==> config.mk <==
export PLATFORM = sky130hd
export DESIGN_NAME = chip8_keypad
export DESIGN_NICKNAME = d
export VERILOG_FILES = /design/src/rtl/chip8_keypad.sv
export SDC_FILE = /design/constraint.sdc
export NUM_CORES = 1
export LEC_CHECK = 0
export CORE_AREA = 5 5 91 93
export CTS_CLUSTER_SIZE = 30
export DETAILED_ROUTE_END_ITERATION = 6
export DIE_AREA = 0 0 96 98
export GPL_TIMING_DRIVEN = 0
export SETUP_SLACK_MARGIN = 0.5
export SLEW_MARGIN = 20
export SYNTH_ARGS = -nofsm -noshare
export SYNTH_HDL_FRONTEND = slang
export SYNTH_SLANG_ARGS = --single-unit
==> constraint.sdc <==
create_clock -name clk -period 4.4 [get_ports clk]
set_input_delay 0.88 -clock clk [delete_from_list [all_inputs] [get_ports clk]]
set_output_delay 0.88 -clock clk [all_outputs]
set_load 0.03 [all_outputs]
==> src/rtl/chip8_keypad.sv <==
// Chip-8 keyboard front end: PS/2 event decode, hex matrix, hotkeys, soft-reset stretch, FX0A wait FSM.
// Define KEYPAD_ARROWS_EN to alias the extended arrow keys onto hex keys 2/4/6/8.
module chip8_keypad #(
    parameter int LAYOUT          = 0,
    parameter int RESET_CYCLES    = 32,
    parameter int WAIT_ON_RELEASE = 1
) (
    input  logic        clk,
    input  logic        reset,
    input  logic [10:0] ps2_key,
    output logic [15:0] key_matrix,
    output logic        any_key,
    input  logic        wait_req,
    output logic        wait_ack,
    output logic [3:0]  wait_key,
    output logic        soft_reset,
    output logic        hard_reset_key,
    output logic        color_sel,
    output logic        video_mode_key
);

    typedef enum logic [1:0] {IDLE, ARMED, HELD, DONE} wait_state_e;

    localparam logic [7:0] RESET_LOAD = 8'(RESET_CYCLES);

    logic        tog_q;
    logic [15:0] matrix_q, matrix_d;
    logic        ctrl_q, ctrl_d, alt_q, alt_d;
    logic        comboHard_q, comboHard_d, comboSoft_q, comboSoft_d;
    logic        f11_q, f11_d, f12_q, f12_d, f10_q, f10_d, scroll_q, scroll_d;
    logic [7:0]  cnt_q, cnt_d;
    wait_state_e state_q, state_d;
    logic        ack_q, ack_d;
    logic [3:0]  waitKey_q, waitKey_d;

    logic        evt, plainEvt, pressed, ext;
    logic [7:0]  code;
    logic        hexValid;
    logic [3:0]  hexIdx;
    logic        newPress, loadCnt;

    assign evt      = (ps2_key[10] != tog_q);
    assign pressed  = ps2_key[9];
    assign ext      = ps2_key[8];
    assign code     = ps2_key[7:0];
    assign plainEvt = evt && !ext;

    // Scancode (set 2) to hex key translation for the selected layout.
    always_comb begin
        hexValid = 1'b0;
        hexIdx   = 4'h0;
        if (!ext) begin
            if (LAYOUT == 0) begin
                hexValid = 1'b1;
                case (code)
                    8'h16: hexIdx = 4'h1;
                    8'h1E: hexIdx = 4'h2;
                    8'h26: hexIdx = 4'h3;
                    8'h25: hexIdx = 4'hC;
                    8'h15: hexIdx = 4'h4;
                    8'h1D: hexIdx = 4'h5;
                    8'h24: hexIdx = 4'h6;
                    8'h2D: hexIdx = 4'hD;
                    8'h1C: hexIdx = 4'h7;
                    8'h1B: hexIdx = 4'h8;
                    8'h23: hexIdx = 4'h9;
                    8'h2B: hexIdx = 4'hE;
                    8'h1A: hexIdx = 4'hA;
                    8'h22: hexIdx = 4'h0;
                    8'h21: hexIdx = 4'hB;
                    8'h2A: hexIdx = 4'hF;
                    default: hexValid = 1'b0;
                endcase
            end else begin
                hexValid = 1'b1;
                case (code)
                    8'h45: hexIdx = 4'h0;
                    8'h16: hexIdx = 4'h1;
                    8'h1E: hexIdx = 4'h2;
                    8'h26: hexIdx = 4'h3;
                    8'h25: hexIdx = 4'h4;
                    8'h2E: hexIdx = 4'h5;
                    8'h36: hexIdx = 4'h6;
                    8'h3D: hexIdx = 4'h7;
                    8'h3E: hexIdx = 4'h8;
                    8'h46: hexIdx = 4'h9;
                    8'h1C: hexIdx = 4'hA;
                    8'h32: hexIdx = 4'hB;
                    8'h21: hexIdx = 4'hC;
                    8'h23: hexIdx = 4'hD;
                    8'h24: hexIdx = 4'hE;
                    8'h2B: hexIdx = 4'hF;
                    default: hexValid = 1'b0;
                endcase
            end
        end
`ifdef KEYPAD_ARROWS_EN
        else begin
            hexValid = 1'b1;
            case (code)
                8'h75: hexIdx = 4'h2;
                8'h6B: hexIdx = 4'h4;
                8'h74: hexIdx = 4'h6;
                8'h72: hexIdx = 4'h8;
                default: hexValid = 1'b0;
            endcase
        end
`endif
    end

    always_comb begin
        matrix_d    = matrix_q;
        ctrl_d      = ctrl_q;
        alt_d       = alt_q;
        comboHard_d = comboHard_q;
        comboSoft_d = comboSoft_q;
        f11_d       = f11_q;
        f12_d       = f12_q;
        f10_d       = f10_q;
        scroll_d    = scroll_q;
        loadCnt     = 1'b0;
        if (evt && hexValid) begin
            matrix_d[hexIdx] = pressed;
        end
        if (plainEvt) begin
            case (code)
                8'h14: ctrl_d   = pressed;
                8'h11: alt_d    = pressed;
                8'h78: f11_d    = pressed;
                8'h09: f10_d    = pressed;
                8'h7E: scroll_d = pressed;
                8'h66: comboHard_d = pressed && ctrl_q && alt_q;
                8'h07: begin
                    f12_d   = pressed;
                    loadCnt = !pressed;
                end
                8'h71: begin
                    comboSoft_d = pressed && ctrl_q && alt_q;
                    loadCnt     = !pressed && comboSoft_q;
                end
                default: ;
            endcase
        end
        if (loadCnt) begin
            cnt_d = RESET_LOAD;
        end else if (cnt_q != 8'd0) begin
            cnt_d = cnt_q - 8'd1;
        end else begin
            cnt_d = cnt_q;
        end
    end

    // A press only arms FX0A when the key was not already down, so held keys and typematic repeats are ignored.
    assign newPress = evt && hexValid && pressed && !matrix_q[hexIdx];

    always_comb begin
        state_d   = state_q;
        ack_d     = 1'b0;
        waitKey_d = waitKey_q;
        case (state_q)
            IDLE: begin
                if (wait_req) state_d = ARMED;
            end
            ARMED: begin
                if (!wait_req) begin
                    state_d = IDLE;
                end else if (newPress) begin
                    waitKey_d = hexIdx;
                    if (WAIT_ON_RELEASE == 0) begin
                        ack_d   = 1'b1;
                        state_d = DONE;
                    end else begin
                        state_d = HELD;
                    end
                end
            end
            HELD: begin
                if (!wait_req) begin
                    state_d = IDLE;
                end else if (evt && hexValid && !pressed && hexIdx == waitKey_q) begin
                    ack_d   = 1'b1;
                    state_d = DONE;
                end
            end
            DONE: begin
                if (!wait_req) state_d = IDLE;
            end
            default: state_d = IDLE;
        endcase
    end

    // Reloading tog_q from the live toggle bit on reset swallows any event coinciding with reset.
    always_ff @(posedge clk) begin
        tog_q <= ps2_key[10];
        if (reset) begin
            matrix_q    <= 16'h0000;
            ctrl_q      <= 1'b0;
            alt_q       <= 1'b0;
            comboHard_q <= 1'b0;
            comboSoft_q <= 1'b0;
            f11_q       <= 1'b0;
            f12_q       <= 1'b0;
            f10_q       <= 1'b0;
            scroll_q    <= 1'b0;
            cnt_q       <= 8'd0;
            state_q     <= IDLE;
            ack_q       <= 1'b0;
            waitKey_q   <= 4'h0;
        end else begin
            matrix_q    <= matrix_d;
            ctrl_q      <= ctrl_d;
            alt_q       <= alt_d;
            comboHard_q <= comboHard_d;
            comboSoft_q <= comboSoft_d;
            f11_q       <= f11_d;
            f12_q       <= f12_d;
            f10_q       <= f10_d;
            scroll_q    <= scroll_d;
            cnt_q       <= cnt_d;
            state_q     <= state_d;
            ack_q       <= ack_d;
            waitKey_q   <= waitKey_d;
        end
    end

    assign key_matrix     = matrix_q;
    assign any_key        = |matrix_q;
    assign wait_ack       = ack_q;
    assign wait_key       = waitKey_q;
    assign soft_reset     = f12_q | comboSoft_q | (cnt_q != 8'd0);
    assign hard_reset_key = f11_q | comboHard_q;
    assign color_sel      = f10_q;
    assign video_mode_key = scroll_q;

endmodule

Yosys cells after proc, flatten, opt, wreduce, memory -nomap -nowiden
Cells that the tools add are included.
W data, S select, Z words.
{"block": "word_totals", "elab_cells": 107, "ff_bits": 40, "in_bits": 14}
{"block": "classes", "mux": 21, "addsub": 1, "reduce_logical": 30, "order_cmp": 2, "n_bitwise": 5, "n_eq_ne": 33}
{"op": "$eq A8 B5 Y1 const B", "n": 9}
{"op": "$eq A8 B6 Y1 const B", "n": 9}
{"op": "$pmux W4 S15", "n": 1}
{"op": "$eq A8 B7 Y1 const B", "n": 4}
{"op": "$reduce_or A16 Y1", "n": 2}
{"op": "$bwmux W16", "n": 1}
{"op": "$reduce_and A2 Y1", "n": 8}
{"op": "$mux W2", "n": 6}
{"op": "$mux W6", "n": 2}
{"op": "$logic_and A1 B1 Y1", "n": 10}
{"op": "$eq A8 B3 Y1 const B", "n": 1}
{"op": "$eq A8 B4 Y1 const B", "n": 1}
{"op": "$pmux W2 S4", "n": 1}
{"op": "$reduce_bool A8 Y1", "n": 1}
{"op": "$sub A8 B1 Y8 const B", "n": 1}
{"op": "$mux W1", "n": 6}
{"op": "$ne A3 B3 Y1 const B", "n": 2}
{"op": "$lt A4 B5 Y1 const B", "n": 1}
{"op": "$bmux W1 S4", "n": 1}
{"op": "$demux W1 S4", "n": 1}
{"op": "$eq A2 B2 Y1 const B", "n": 2}
{"op": "$eq A4 B4 Y1", "n": 1}
{"op": "$ge A4 B1 Y1 const B", "n": 1}
{"op": "$mux W4", "n": 1}
{"op": "other kinds (13)", "n": 19}

Depth between registers and ports, before layout
{"block": "depth", "ltp_word": 10, "mapped_depth": 10, "depth_no_buf": 8}

Worst setup path before layout
OpenSTA, ideal clock, no wires.
{"block": "synth_timing", "path_kind": "input-to-reg", "startpoint": "input ps2_key[1]", "endpoint": "register waitKey_q[0] (netlist: wait_key[0])", "setup_ps": 115, "path_buffers": 0, "t_required_ps": 4285, "path_slack_ps": 1357, "cell_stages": 8, "arrival_ps": 2929, "path_cell_list": "or4b_4 -> or2_1 -> o211a_4 -> and3b_4 -> o31ai_4 -> nand4_2 -> o31a_1 -> o21ba_1"}
{"block": "synth_between", "elab_chain_len": 8}
{"element": "start, declared", "line": "10", "source": "input logic [10:0] ps2_key,"}
{"element": "$eq A8 B6 Y1 / $eq A8 B5 Y1 (equally long branches)", "line": "55", "source": "case (code)"}
{"element": "$pmux W4 S15 / $reduce_or A16 Y1 (equally long branches)"}
{"element": "$mux W4 / $mux W1 (equally long branches)", "line": "52, 55"}
{"element": "$bmux W1 S4 / $mux W1 (equally long branches)", "line": "154, 52"}
{"element": "$mux W1 (implied by the code) / $logic_and A1 B1 Y1 (equally long branches)", "line": "154", "source": "assign newPress = evt && hexValid && pressed && !matrix_q[hexIdx];"}
{"element": "$logic_not A1 Y1 / $logic_and A1 B1 Y1 (equally long branches)", "line": "154"}
{"element": "$logic_and A1 B1 Y1", "line": "154"}
{"element": "$reduce_and A3 Y1 (no line)"}
{"element": "end signal, assigned", "line": "222", "source": "waitKey_q <= waitKey_d;"}
{"element": "end, declared", "line": "34", "source": "logic [3:0] waitKey_q, waitKey_d;"}
Several ways; a longest one is shown, not always the timed one. The select of a mux whose other input is x is not followed.
A chain may end at the register's enable or synchronous reset.

Final worst setup path
{"block": "layout_timing", "startpoint": "input ps2_key[7]", "endpoint": "register waitKey_q[1] (netlist: wait_key[1])"}
Same word-level chain as after synthesis.

==> metrics.cfg <==
[outcome]
outcome = completed

[drt]
dr.first_iter.drc_count = 144
wl_per_cell_microns = 14.93
vias = 2432
ant_nets = 0
routed_wl_microns = 6866
viasPerCell = 5.287
first_pass_iters = 6
drc = 0

[synth]
synth_xor_area_frac = 0.03709
yosys.area.top_type = dfxtp_1
synth_fa_ha_area_frac = 0.009634
ys_top_cells_by_area = dfxtp_1 (31%), mux2i_1 (10%), nor2_1 (9.2%)
syn_avg_cell_area_sq_um = 8.299
synth_most_common_cell = nor2_1
synth_top_family_by_area = simple AND/OR/NAND/NOR gates
synth_cell_type_count = 68
yosysWarnings = 0
async_flop_share = 0
synthSimpleGateAreaFrac = 0.3675
synth-edff-count = 0
synthTopCellsByCount = nor2_1 (64), dfxtp_1 (40), mux2i_1 (26), nand3_1 (14)
ys_seq_elements = 40
synth_compound_area_frac = 0.1363
synthMuxAreaShare = 0.1060
syn_nets = 329
yosysTopAreaCellShare = 0.3083
syn_area_sq_um = 2597
syn_inst = 313
ys.flop_type = dfxtp_1
seq_area_frac_synth = 0.3083

[placement]
portBuffers = 37
dpl_worst_slack_ns = 0.2140
placed_cells = 452
dp_hpwl_microns = 5206
gp_congestion = 0.8674

[critical_path]
crit_buf_inv = 1
slowest_stage = nor4b_2
critical_path.top_delay_family = simple AND/OR/NAND/NOR gates
end_kind = register
crit_type = in -> reg
crit_required_ns = 4.59
slowest_delay_ns = 0.73
path_max_fanout = 7
crit_chain = clkdlybuf4s50_1, nor4b_2, nand3_1, o21ai_0, nand2b_1, or3_1, nand4_2, and4bb_1, o21ba_1
crit_arrival_ns = 3.94
startpoint_type = input pin

[cts]
cts_tree = yes
clkLatencyLatePin_ns = 0.29
h-tree-depth = 2
clk_path_buf_depth = 2
cts_root_buf = clkbuf_8
cts_sinks = 40
clk_pin_slew_worst_paths_ns = 0.08
postCtsSetupRepairBufs = 0
hold_buffers = 0
cts_made_buffers = 5

[global_routing]
grt_usage = 0.1490
overflow = 0
grt_pass1_wl_microns = 11270
grt_pass1_vias = 2308
antenna_found_initial = 0
grt_max_degree = 14

[timing]
rsz0062_at_grt = false
finalSetupTns_ns = 0
finalHoldViolCount = 0
finalCritPeriodShare = 0.8519
setup_slack_ns = 0.6517
fmax_ghz = 0.2668
slew_headroom = 0.5018
period_minus_slack_ns = 3.748
worst_slew_pin_slew_ns = 0.7454
finalSetupViolCount = 0
whs_ns = 0.4580
drv_slew = 0
clock_skew_ns = 0.006759

[job]
cap_violations = 0

[cells_and_area]
multi_input_area_sq_um = 1710
fin_cells = 460
seqCellArea_sq_um = 800.8
fillers = 794
fin_nets = 373
n_antenna_cell = 0
areaGrowthSynthToFinish_pct = 23.65
final_layout_size_suffix_gt1_frac = 0.08101

[die]
die_w_microns = 96
core_sq_um = 7447
io_pins = 40
die_y_microns = 98
rows = 32
initial_core_util = 0.3488
die_area_sq_um = 9408

[power]
p_per_area_nw_per_um2 = 314.4
peakVddDrop_mv = 0.1743
finalPower_mw = 1.010
p_leak_nw = 1.150

[min_path]
hold_path.class = reg -> reg

==> final timing paths <==
check | startpoint | endpoint | slack, ns | cells past startpoint
setup / recovery | ps2_key[7] | wait_key[1]$_SDFFE_PP0P_ | 0.65 | 9
hold / removal | state_q[0]$_SDFFE_PP0P_ | wait_ack$_SDFF_PP0_ | 0.46 | 1
setup reg to reg | tog_q$_DFF_P_ | wait_key[3]$_SDFFE_PP0P_ | 2.14 | 8
hold reg to reg | state_q[0]$_SDFFE_PP0P_ | wait_ack$_SDFF_PP0_ | 0.46 | 1
==> cell families (layout without fill, tap and decap cells) <==
group | after synthesis | in the layout
DFF | 40 | 40
AOI/OAI and AO/OA | 44 | 44
xor gates and xnor gates | 11 | 11
and+or+nand+nor | 167 | 167
buffers and inverters | 22 | 67
muxes | 27 | 27
adders and majority gates | 2 | 2
==> registers in the layout, indices dropped and copies added (netlist names) <==
| name | flops |
|---|---|
| wait_ack | 1 |
| key_matrix | 16 |
| state_q | 2 |
| f12_q | 1 |
| comboHard_q | 1 |
| video_mode_key | 1 |
| alt_q | 1 |
| cnt_q | 8 |
| tog_q | 1 |
| comboSoft_q | 1 |
| f11_q | 1 |
| color_sel | 1 |
| ctrl_q | 1 |
| wait_key | 4 |
==> layout make-up <==
type / count / area share
inverter: 7 / 0.008181
tap: 102 / 0.03973
timing repair buffer: 37 / 0.1153
buffer: 15 / 0.02026
multi-input combinational: 251 / 0.5325
sequential: 40 / 0.2493
clock buffer: 5 / 0.02143
clock inverter: 3 / 0.01325
==> placed cells by master, fill, tap and decap left out, drive strengths merged, types with 9 or more instances in the layout <==
master	netlist	routed
nand3	15	15
mux2i	26	26
nand2	9	9
clkdlybuf4s50	0	37
nor3	11	11
clkbuf	11	16
nor2	65	65
dfxtp	40	40
==> repair_timing <==
action                                  CTS  global route
resized for setup                         0             1
endpoints found under the setup margin    0            15
endpoints found under the hold margin     0             0
==> power by group <==
| part | total (mW) | internal, mW | switching, mW |
|---|---|---|---|
| logic | 0.283 | 0.126 | 0.157 |
| clock network | 0.301 | 0.168 | 0.133 |
| registers | 0.426 | 0.397 | 0.0291 |
| total | 1.01 | 0.691 | 0.319 |
==> metal layers <==
metal / up-vias / GRT usage / part of all wire
li1: 1218 / - / -
met1: 1147 / 0.2127 / 0.49
met2: 57 / 0.2262 / 0.45
met3: 10 / 0.02311 / 0.042
met4: 0 / 0.05033 / 0.017
met5: - / 0 / 0
==> metrics by stage <==
step	utilization	cell area (sq um)
final	0.4313	3212
after global routing	0.4313	3212
after CTS	0.4306	3207
after detailed placement	0.4157	3095
after global placement	0.4157	3095
after floorplan	-	2597
Power figures use the tool's default switching activity.
